## config.mk

```make
export PLATFORM = sky130hd
export DESIGN_NAME = ps2_mouse_ctrl
export DESIGN_NICKNAME = d
export VERILOG_FILES = /design/src/rtl/ps2_mouse_ctrl.sv
export SDC_FILE = /design/constraint.sdc
export NUM_CORES = 1
export LEC_CHECK = 0
export ABC_AREA = 1
export ABC_CLOCK_PERIOD_IN_PS = 2700
export BUFFER_PORTS_ARGS = -buffer_cell sky130_fd_sc_hd__buf_2
export CAP_MARGIN = 40
export CORE_MARGIN = 2
export CORE_UTILIZATION = 42
export CTS_BUF_LIST = sky130_fd_sc_hd__clkbuf_4 sky130_fd_sc_hd__clkbuf_8
export DETAILED_ROUTE_END_ITERATION = 8
export GPL_TIMING_DRIVEN = 0
export HOLD_SLACK_MARGIN = 0.12
export SETUP_SLACK_MARGIN = 0.5
export SLEW_MARGIN = 30
export SYNTH_ARGS = -nofsm -noshare
export SYNTH_HDL_FRONTEND = slang
export SYNTH_SLANG_ARGS = --single-unit
export TNS_END_PERCENT = 20
```

## constraint.sdc

```tcl
create_clock -name i_clk -period 2.7 [get_ports i_clk]
set_input_delay 0 -clock i_clk [delete_from_list [all_inputs] [get_ports i_clk]]
set_output_delay 0 -clock i_clk [all_outputs]
set_load 0.05 [all_outputs]
```

## src/rtl/ps2_mouse_ctrl.sv

```systemverilog
// PS/2 mouse controller: drives the reset / sample-rate / enable-streaming
// command sequence through a byte transceiver, checks each response, retries
// on NACK or silence, then assembles 3-byte movement packets.
module ps2_mouse_ctrl #(
  parameter logic [7:0]  SAMPLE_RATE = 8'd100,
  parameter logic [23:0] TIMEOUT_CYC = 24'd5_000_000,
  parameter logic [1:0]  MAX_RETRY   = 2'd3
) (
  input  logic       i_clk,
  input  logic       i_rst,
  input  logic       i_start,
  input  logic [7:0] i_rx_data,
  input  logic       i_rx_done,
  input  logic       i_tx_done,
  output logic       o_wr_ps2,
  output logic [7:0] o_cmd,
  output logic       o_ready,
  output logic       o_err,
  output logic [8:0] o_x,
  output logic [8:0] o_y,
  output logic [2:0] o_btn,
  output logic       o_pkt_tick
);

  typedef enum logic [3:0] {
    S_SEND, S_WAIT_TX, S_WAIT_ACK, S_WAIT_BAT, S_WAIT_ID,
    S_RUN1, S_RUN2, S_RUN3, S_FAIL
  } state_t;

  // The transceiver shifts LSB-last, so command bytes are presented reversed.
  function automatic logic [7:0] bit_rev8(input logic [7:0] b);
    logic [7:0] r;
    for (int i = 0; i < 8; i++) r[i] = b[7 - i];
    return r;
  endfunction

  function automatic logic [7:0] step_byte(input logic [1:0] s);
    logic [7:0] b;
    case (s)
      2'd0:    b = 8'hFF;
      2'd1:    b = 8'hF3;
      2'd2:    b = SAMPLE_RATE;
      2'd3:    b = 8'hF4;
      default: b = 8'hFF;
    endcase
    return b;
  endfunction

  state_t      r_state, w_state_nx;
  logic [1:0]  r_step, w_step_nx;
  logic [1:0]  r_retry_cnt, w_retry_nx;
  logic [23:0] r_tmo;
  logic [2:0]  r_btn_nx;
  logic        r_xs, r_ys;
  logic [7:0]  r_dx;
  logic        w_retry_req, w_resend_req;
  logic [1:0]  w_retry_inc;
  logic        w_tmo_hit, w_waiting;

  assign w_retry_inc = r_retry_cnt + 2'd1;
  assign w_tmo_hit   = (r_tmo == (TIMEOUT_CYC - 24'd1));
  assign w_waiting   = (r_state == S_WAIT_TX) || (r_state == S_WAIT_ACK) ||
                       (r_state == S_WAIT_BAT) || (r_state == S_WAIT_ID);

  // State, step and retry bookkeeping.
  always_ff @(posedge i_clk or posedge i_rst) begin
    if (i_rst) begin
      r_state     <= S_SEND;
      r_step      <= 2'd0;
      r_retry_cnt <= 2'd0;
    end else begin
      r_state     <= w_state_nx;
      r_step      <= w_step_nx;
      r_retry_cnt <= w_retry_nx;
    end
  end

  // Next-state decode: response checking, retry policy, start override.
  always_comb begin
    w_state_nx   = r_state;
    w_step_nx    = r_step;
    w_retry_nx   = r_retry_cnt;
    w_retry_req  = 1'b0;
    w_resend_req = 1'b0;
    case (r_state)
      S_SEND: w_state_nx = S_WAIT_TX;
      S_WAIT_TX: begin
        if (i_tx_done)      w_state_nx  = S_WAIT_ACK;
        else if (w_tmo_hit) w_retry_req = 1'b1;
        else                w_state_nx  = r_state;
      end
      S_WAIT_ACK: begin
        if (i_rx_done) begin
          if (i_rx_data == 8'hFA) begin
            if (r_step == 2'd0)      w_state_nx = S_WAIT_BAT;
            else if (r_step == 2'd3) w_state_nx = S_RUN1;
            else begin
              w_step_nx  = r_step + 2'd1;
              w_state_nx = S_SEND;
            end
          end else if (i_rx_data == 8'hFE) begin
            w_resend_req = 1'b1;
          end else begin
            w_retry_req = 1'b1;
          end
        end else if (w_tmo_hit) begin
          w_retry_req = 1'b1;
        end else begin
          w_state_nx = r_state;
        end
      end
      S_WAIT_BAT: begin
        if (i_rx_done) begin
          if (i_rx_data == 8'hAA) w_state_nx  = S_WAIT_ID;
          else                    w_retry_req = 1'b1;
        end else if (w_tmo_hit) begin
          w_retry_req = 1'b1;
        end else begin
          w_state_nx = r_state;
        end
      end
      S_WAIT_ID: begin
        if (i_rx_done) begin
          if (i_rx_data == 8'h00) begin
            w_step_nx  = 2'd1;
            w_state_nx = S_SEND;
          end else begin
            w_retry_req = 1'b1;
          end
        end else if (w_tmo_hit) begin
          w_retry_req = 1'b1;
        end else begin
          w_state_nx = r_state;
        end
      end
      S_RUN1: begin
        if (i_rx_done && i_rx_data[3]) w_state_nx = S_RUN2;
        else                           w_state_nx = r_state;
      end
      S_RUN2: begin
        if (i_rx_done) w_state_nx = S_RUN3;
        else           w_state_nx = r_state;
      end
      S_RUN3: begin
        if (i_rx_done) w_state_nx = S_RUN1;
        else           w_state_nx = r_state;
      end
      S_FAIL:  w_state_nx = S_FAIL;
      default: w_state_nx = S_SEND;
    endcase

    // A NACK resends the same step; any other failure restarts from step 0.
    if (w_retry_req || w_resend_req) begin
      w_retry_nx = w_retry_inc;
      if (w_retry_inc == MAX_RETRY) begin
        w_state_nx = S_FAIL;
      end else begin
        w_state_nx = S_SEND;
        if (w_retry_req) w_step_nx = 2'd0;
        else             w_step_nx = r_step;
      end
    end else begin
      w_retry_nx = r_retry_cnt;
    end

    if (i_start) begin
      w_state_nx = S_SEND;
      w_step_nx  = 2'd0;
      w_retry_nx = 2'd0;
    end else begin
      w_retry_nx = w_retry_nx;
    end
  end

  // Response timeout: counts while waiting, restarts on every state change.
  always_ff @(posedge i_clk or posedge i_rst) begin
    if (i_rst)                       r_tmo <= 24'd0;
    else if (w_state_nx != r_state)  r_tmo <= 24'd0;
    else if (w_waiting)              r_tmo <= r_tmo + 24'd1;
    else                             r_tmo <= 24'd0;
  end

  // Registered command strobe/byte and status flags.
  always_ff @(posedge i_clk or posedge i_rst) begin
    if (i_rst) begin
      o_wr_ps2 <= 1'b0;
      o_cmd    <= 8'hFF;
      o_ready  <= 1'b0;
      o_err    <= 1'b0;
    end else begin
      o_wr_ps2 <= (r_state == S_SEND) && (w_state_nx == S_WAIT_TX);
      if ((r_state == S_SEND) && (w_state_nx == S_WAIT_TX)) o_cmd <= bit_rev8(step_byte(r_step));
      else                                                  o_cmd <= o_cmd;
      o_ready  <= (w_state_nx == S_RUN1) || (w_state_nx == S_RUN2) || (w_state_nx == S_RUN3);
      o_err    <= (w_state_nx == S_FAIL);
    end
  end

  // Packet assembly: header and X byte are held until the Y byte completes it.
  always_ff @(posedge i_clk or posedge i_rst) begin
    if (i_rst) begin
      r_btn_nx   <= 3'd0;
      r_xs       <= 1'b0;
      r_ys       <= 1'b0;
      r_dx       <= 8'd0;
      o_x        <= 9'd0;
      o_y        <= 9'd0;
      o_btn      <= 3'd0;
      o_pkt_tick <= 1'b0;
    end else begin
      o_pkt_tick <= 1'b0;
      if ((r_state == S_RUN1) && (w_state_nx == S_RUN2)) begin
        r_btn_nx <= i_rx_data[2:0];
        r_xs     <= i_rx_data[4];
        r_ys     <= i_rx_data[5];
      end else if ((r_state == S_RUN2) && (w_state_nx == S_RUN3)) begin
        r_dx <= i_rx_data;
      end else if ((r_state == S_RUN3) && (w_state_nx == S_RUN1)) begin
        o_x        <= {r_xs, r_dx};
        o_y        <= {r_ys, i_rx_data};
        o_btn      <= r_btn_nx;
        o_pkt_tick <= 1'b1;
      end else begin
        r_dx <= r_dx;
      end
    end
  end

endmodule

```

* After elaboration in Yosys (flattened, before gate mapping)
Cells that the tools add are included.
Word-level totals: flip-flop bits (word level) 78, latch bits 0, RAM bits 0, bits in read-only memories 0, input port bits 13, output and inout port bits 33, logic and storage cells 110, memories 0
Cells by class: add/sub/neg operators 3, $mul 0, div/mod/pow operators 0, magnitude comparators 0, equal/unequal tests 23, shift-type cells 0, mux-type cells 49, bitwise operators 2, reduce and logical (&&, ||, !) cells 17
Operators by type and width (number):
- $mux 4 | 13
- $mux 24 | 2
- $pmux 4 s9 | 1
- $pmux 8 s4 | 1
- $eq 4x3->1 const B | 7
- $add 24x1->24 const B | 1
- $eq 24x23->1 const B | 1
- $eq 8x8->1 const B | 3
- $mux 2 | 12
- $mux 1 | 16
- $eq 4x1->1 const B | 2
- $eq 4x2->1 const B | 2
- $eq 4x4->1 const B | 2
- $logic_not 8->1 | 1
- $eq 2x2->1 const B | 3
- $logic_or 1x1->1 | 6
- $mux 3 | 2
- $logic_and 1x1->1 | 5
- $add 2x1->2 const B | 2
- $logic_not 4->1 | 1
- $ne 4x3->1 const B | 1
- $ne 4x4->1 | 1
- $pmux 1 s4 | 1
- $pmux 2 s2 | 1
- other kinds (6) | 7

* Longest topological paths before layout
depth after elaboration 13, gate-level depth with buffers 18, mapped depth without buffers 17

* Worst setup path before layout
No wires, ideal clock.
path type register to register, from register r_tmo[0], to register r_tmo[16], setup time 0.123 ns, arrival 1.927 ns, data required time 2.577 ns, slack 0.650 ns, cell stages (with the launch flop) 18, buffers on the path 1, clock period less this slack 2.050 ns, cells stage by stage dfrtp_1 -> ha_1 -> nand2_1 -> nor2_1 -> nand3_1 -> nor2_1 -> nand2_1 -> a21oi_1 -> nand2_2 -> nand2_4 -> nand2_1 -> nand3_2 -> nand2_1 -> nand2_1 -> nor2_2 -> nand2_2 -> buf_6 -> nor2_2
Between the ends: longest elaborated chain between the ends 9, elaborated cells on any way between the ends 14, classes of those cells 1 x add/sub; 2 x eq/ne; 10 x mux; 1 x reduce/logical
RTL lines:
- start: declaration | RTL line 52 | logic [23:0] r_tmo;
- start signal: assignment | RTL line 179 | else if (w_waiting) r_tmo <= r_tmo + 24'd1;
- $eq 24x23->1 | RTL line 61 | assign w_tmo_hit = (r_tmo == (TIMEOUT_CYC - 24'd1));
- $mux 1
- $mux 1 (on tied branches)
- $pmux 1 s4 | RTL line 85 | case (r_state)
- $logic_or 1x1->1 | RTL line 153 | if (w_retry_req || w_resend_req) begin
- $mux 4 | RTL line 153
- $mux 4 | RTL line 166 | if (i_start) begin
- $ne 4x4->1 | RTL line 178 | else if (w_state_nx != r_state) r_tmo <= 24'd0;
- $mux 24 * | RTL line 178
Every way passes the cells marked *; elsewhere a longest branch is shown, timed or not. A chain may end at the register's enable or synchronous reset.

* Worst setup path after layout
from register r_tmo[1], to register r_tmo[6]
The elaborated chain is that of the path after synthesis.

==> impl_metrics.yaml <==
synthesis:
  ys_ff_latch: 74
  seq_area_frac_synth: 0.476
  synth_cell_types: 37
  yosysWarnings: 0
  synthCells: 488
  syn_area_um2: 3900
  avgSynthCellArea_um2: 7.99
setup_path:
  cp_max_fo: 5
  worst_setup_path_start_kind: "flop"
  startpoint: "r_tmo[1]"
  reg2reg_depth: 17
  crit_path_end: "r_tmo[6]"
  r2r_start: "r_tmo[1]"
  crit_path_end_kind: "flop"
  crit_arrival_ns: 2.60
  critPathKind: "reg2reg"
  r2r_slack_ns: 0.40
  required_ns: 3.00
  r2r-end: "r_tmo[6]"
layout:
  final_common_cell: "nand2_1"
  diodes: 0
  layout_common_cells: "nand2_1, dfrtp_1, buf_2"
  nFillCells: 871
  area_growth_pct: 27.4
  multiInputGateArea_um2: 1930
  area.sequential_um2: 1860
  drive_gt1_frac: 0.314
  final_nets: 593
routing:
  via_per_inst: 5.01
  vias: 3447
  drc: 0
  post_drt_wl_per_cell_um: 13.3
  drtIter0Drc: 111
  ant_nets: 0
  routed_wl_mm: 9.14
  firstDrtPassIters: 5
cts:
  clock_path_buffers: 2
  cts_root_buf: "clkbuf_8"
  cts_sinks: 74
  worstSkewPairLatency_ns: 0.37
  cts_tree: "done"
  cts_buffers: 9
  htreeDepth: 3
  cts.clk_slew.worst_paths_ns: 0.10
place:
  dpl.hpwl_mm: 6.46
  place_ws_ns: 0.137
  place_congestion: 0.938
  numPortBuffers: 43
die:
  die_area_um2: 10100
  rows: 35
  start_util: 0.428
  die_h_um: 100
  chipWidth_um: 100
  core_um2: 9110
  io_pins: 46
grt:
  overflow: 0
  grt.total_usage: 0.192
  grt_pass1_wl_mm: 15.3
  grt_pass1_vias: 3295
  antenna_found_initial: 0
  grt_max_degree: 39
timing:
  maxSlewViolCount: 0
  worst_slack_ns: 0.399
  finalSetupViolCount: 0
  finalClockSkew_ns: 0.0157
  hold_ws_ns: 0.187
  timing.fmax_ghz: 0.435
  rsz0062_at_grt: "yes"
  min_period_ns: 2.30
  fin_crit_sh: 0.852
  hold_viol_final: 0
pwr:
  vdd_drop_max_uv: 382
  power_leakage_nw: 2.45
  power_density_nw_per_um2: 725
run:
  maxCapViolCount: 0
outcome:
  outcome: "complete, no violations"
hold_path:
  holdCritPathClass: "in2async"
through the flow:
step	std cells	area (µm²)	util	total power [W]	setup TNS, ns
floorplan	489	3900	-	0.00204	0
global placement	643	4260	0.467	0.00226	-8.44
detailed placement	644	4280	0.470	0.00226	0
CTS	683	4840	0.532	0.00351	0
global route	688	4970	0.545	0.00379	0
finish	688	4970	0.545	0.00360	0
kinds of logic (layout without fill, tap and decap cells):
family	count (synthesis)	in the layout	synth area share
buffers and inverters	69	157	0.0773
adder cells (fa/ha/maj)	8	8	0.0257
XOR/XNOR	3	3	0.00674
other	1	2	0.000962
AND/OR/NAND/NOR	284	284	0.343
AO/OA/AOI/OAI	49	49	0.0703
flip-flops	74	74	0.476
Yosys cell counts, drive strengths merged:
cell type,n,share of area
nand2,141,0.14
dfrtp,70,0.45
nor2,68,0.085
inv,56,0.054
nand3,38,0.053
o21ai,32,0.041
nor3,13,0.022
buf,11,0.022
nand4,11,0.022
or2,10,0.016
ha,8,0.026
a21oi,6,0.0077
dfstp,4,0.027
o211ai,4,0.0077
clkbuf,2,0.0019
nand3b,2,0.0048
o221ai,2,0.0045
o22ai,2,0.0032
o31ai,2,0.0038
xor2,2,0.0045
conb,1,0.00096
nor4,1,0.0016
o311ai,1,0.0022
xnor2,1,0.0022
critical path, cell delays in order, from the launching register on:
cell      delay [ns]
dfrtp_1         0.40
ha_4            0.17
nand2_4         0.06
nor2_4          0.13
nand3_2         0.09
nor2_4          0.15
nand2_2         0.08
a21oi_4         0.19
nand2_4         0.09
nand2_4         0.12
nor2_4          0.06
nand3b_1        0.07
nand2_1         0.06
nor2_2          0.13
nand2_4         0.10
buf_6           0.14
buf_16          0.13
nor2_2          0.06
what timing repair did:
action / in CTS / in global routing
hold endpoints to repair: 98 / 0
setup buffers: 12 / 5
hold buffers: 10 / 0
gates cloned: 1 / 0
endpoints found under the setup margin: 61 / 60
resized for setup: 36 / 20
pin swaps: 2 / 13
where the power goes:
| group | internal, W | leakage, nW | total [W] | switching, W |
|---|---|---|---|---|
| Sequential | 0.00119 | 1.01 | 0.00125 | 0.0000583 |
| Combinational | 0.000541 | 1.34 | 0.00142 | 0.000875 |
| Clock | 0.000446 | 0.103 | 0.000932 | 0.000485 |
state kept, by name (all words and copies together), names as in the netlist:
signal       flops
r_tmo           24
o_x              9
o_y              9
r_dx             8
o_cmd            4
r_state          4
o_btn            3
r_btn_nx         3
r_retry_cnt      2
r_step           2
o_err            1
o_pkt_tick       1
o_ready          1
o_wr_ps2         1
r_xs             1
r_ys             1
layout make-up:
cell class	count	area share
sequential	74	0.375
timing repair buffer	72	0.102
clock inverter	7	0.0169
clock buffer	9	0.0249
inverter	56	0.0433
multi-input combinational	346	0.389
buffer	13	0.0214
tap	111	0.0280
worst min path at each step:
| stage | to | cells past startpoint |
|---|---|---|
| floorplan | r_retry_cnt[1] | 1 |
| global placement | r_retry_cnt[1] | 2 |
| detailed placement | o_x[2] | 2 |
| CTS | o_x[2] | 3 |
| global route | o_x[2] | 3 |
| finish | o_x[2] | 3 |
metal layers:
| metal | up-vias | track usage | share of wire |
|---|---|---|---|
| li1 | 1723 | - | - |
| met1 | 1635 | 0.254 | 0.46 |
| met2 | 76 | 0.308 | 0.48 |
| met3 | 13 | 0.0432 | 0.044 |
| met4 | 0 | 0.0738 | 0.016 |
| met5 | - | 0 | 0 |
(Power assumes the default switching activity.)
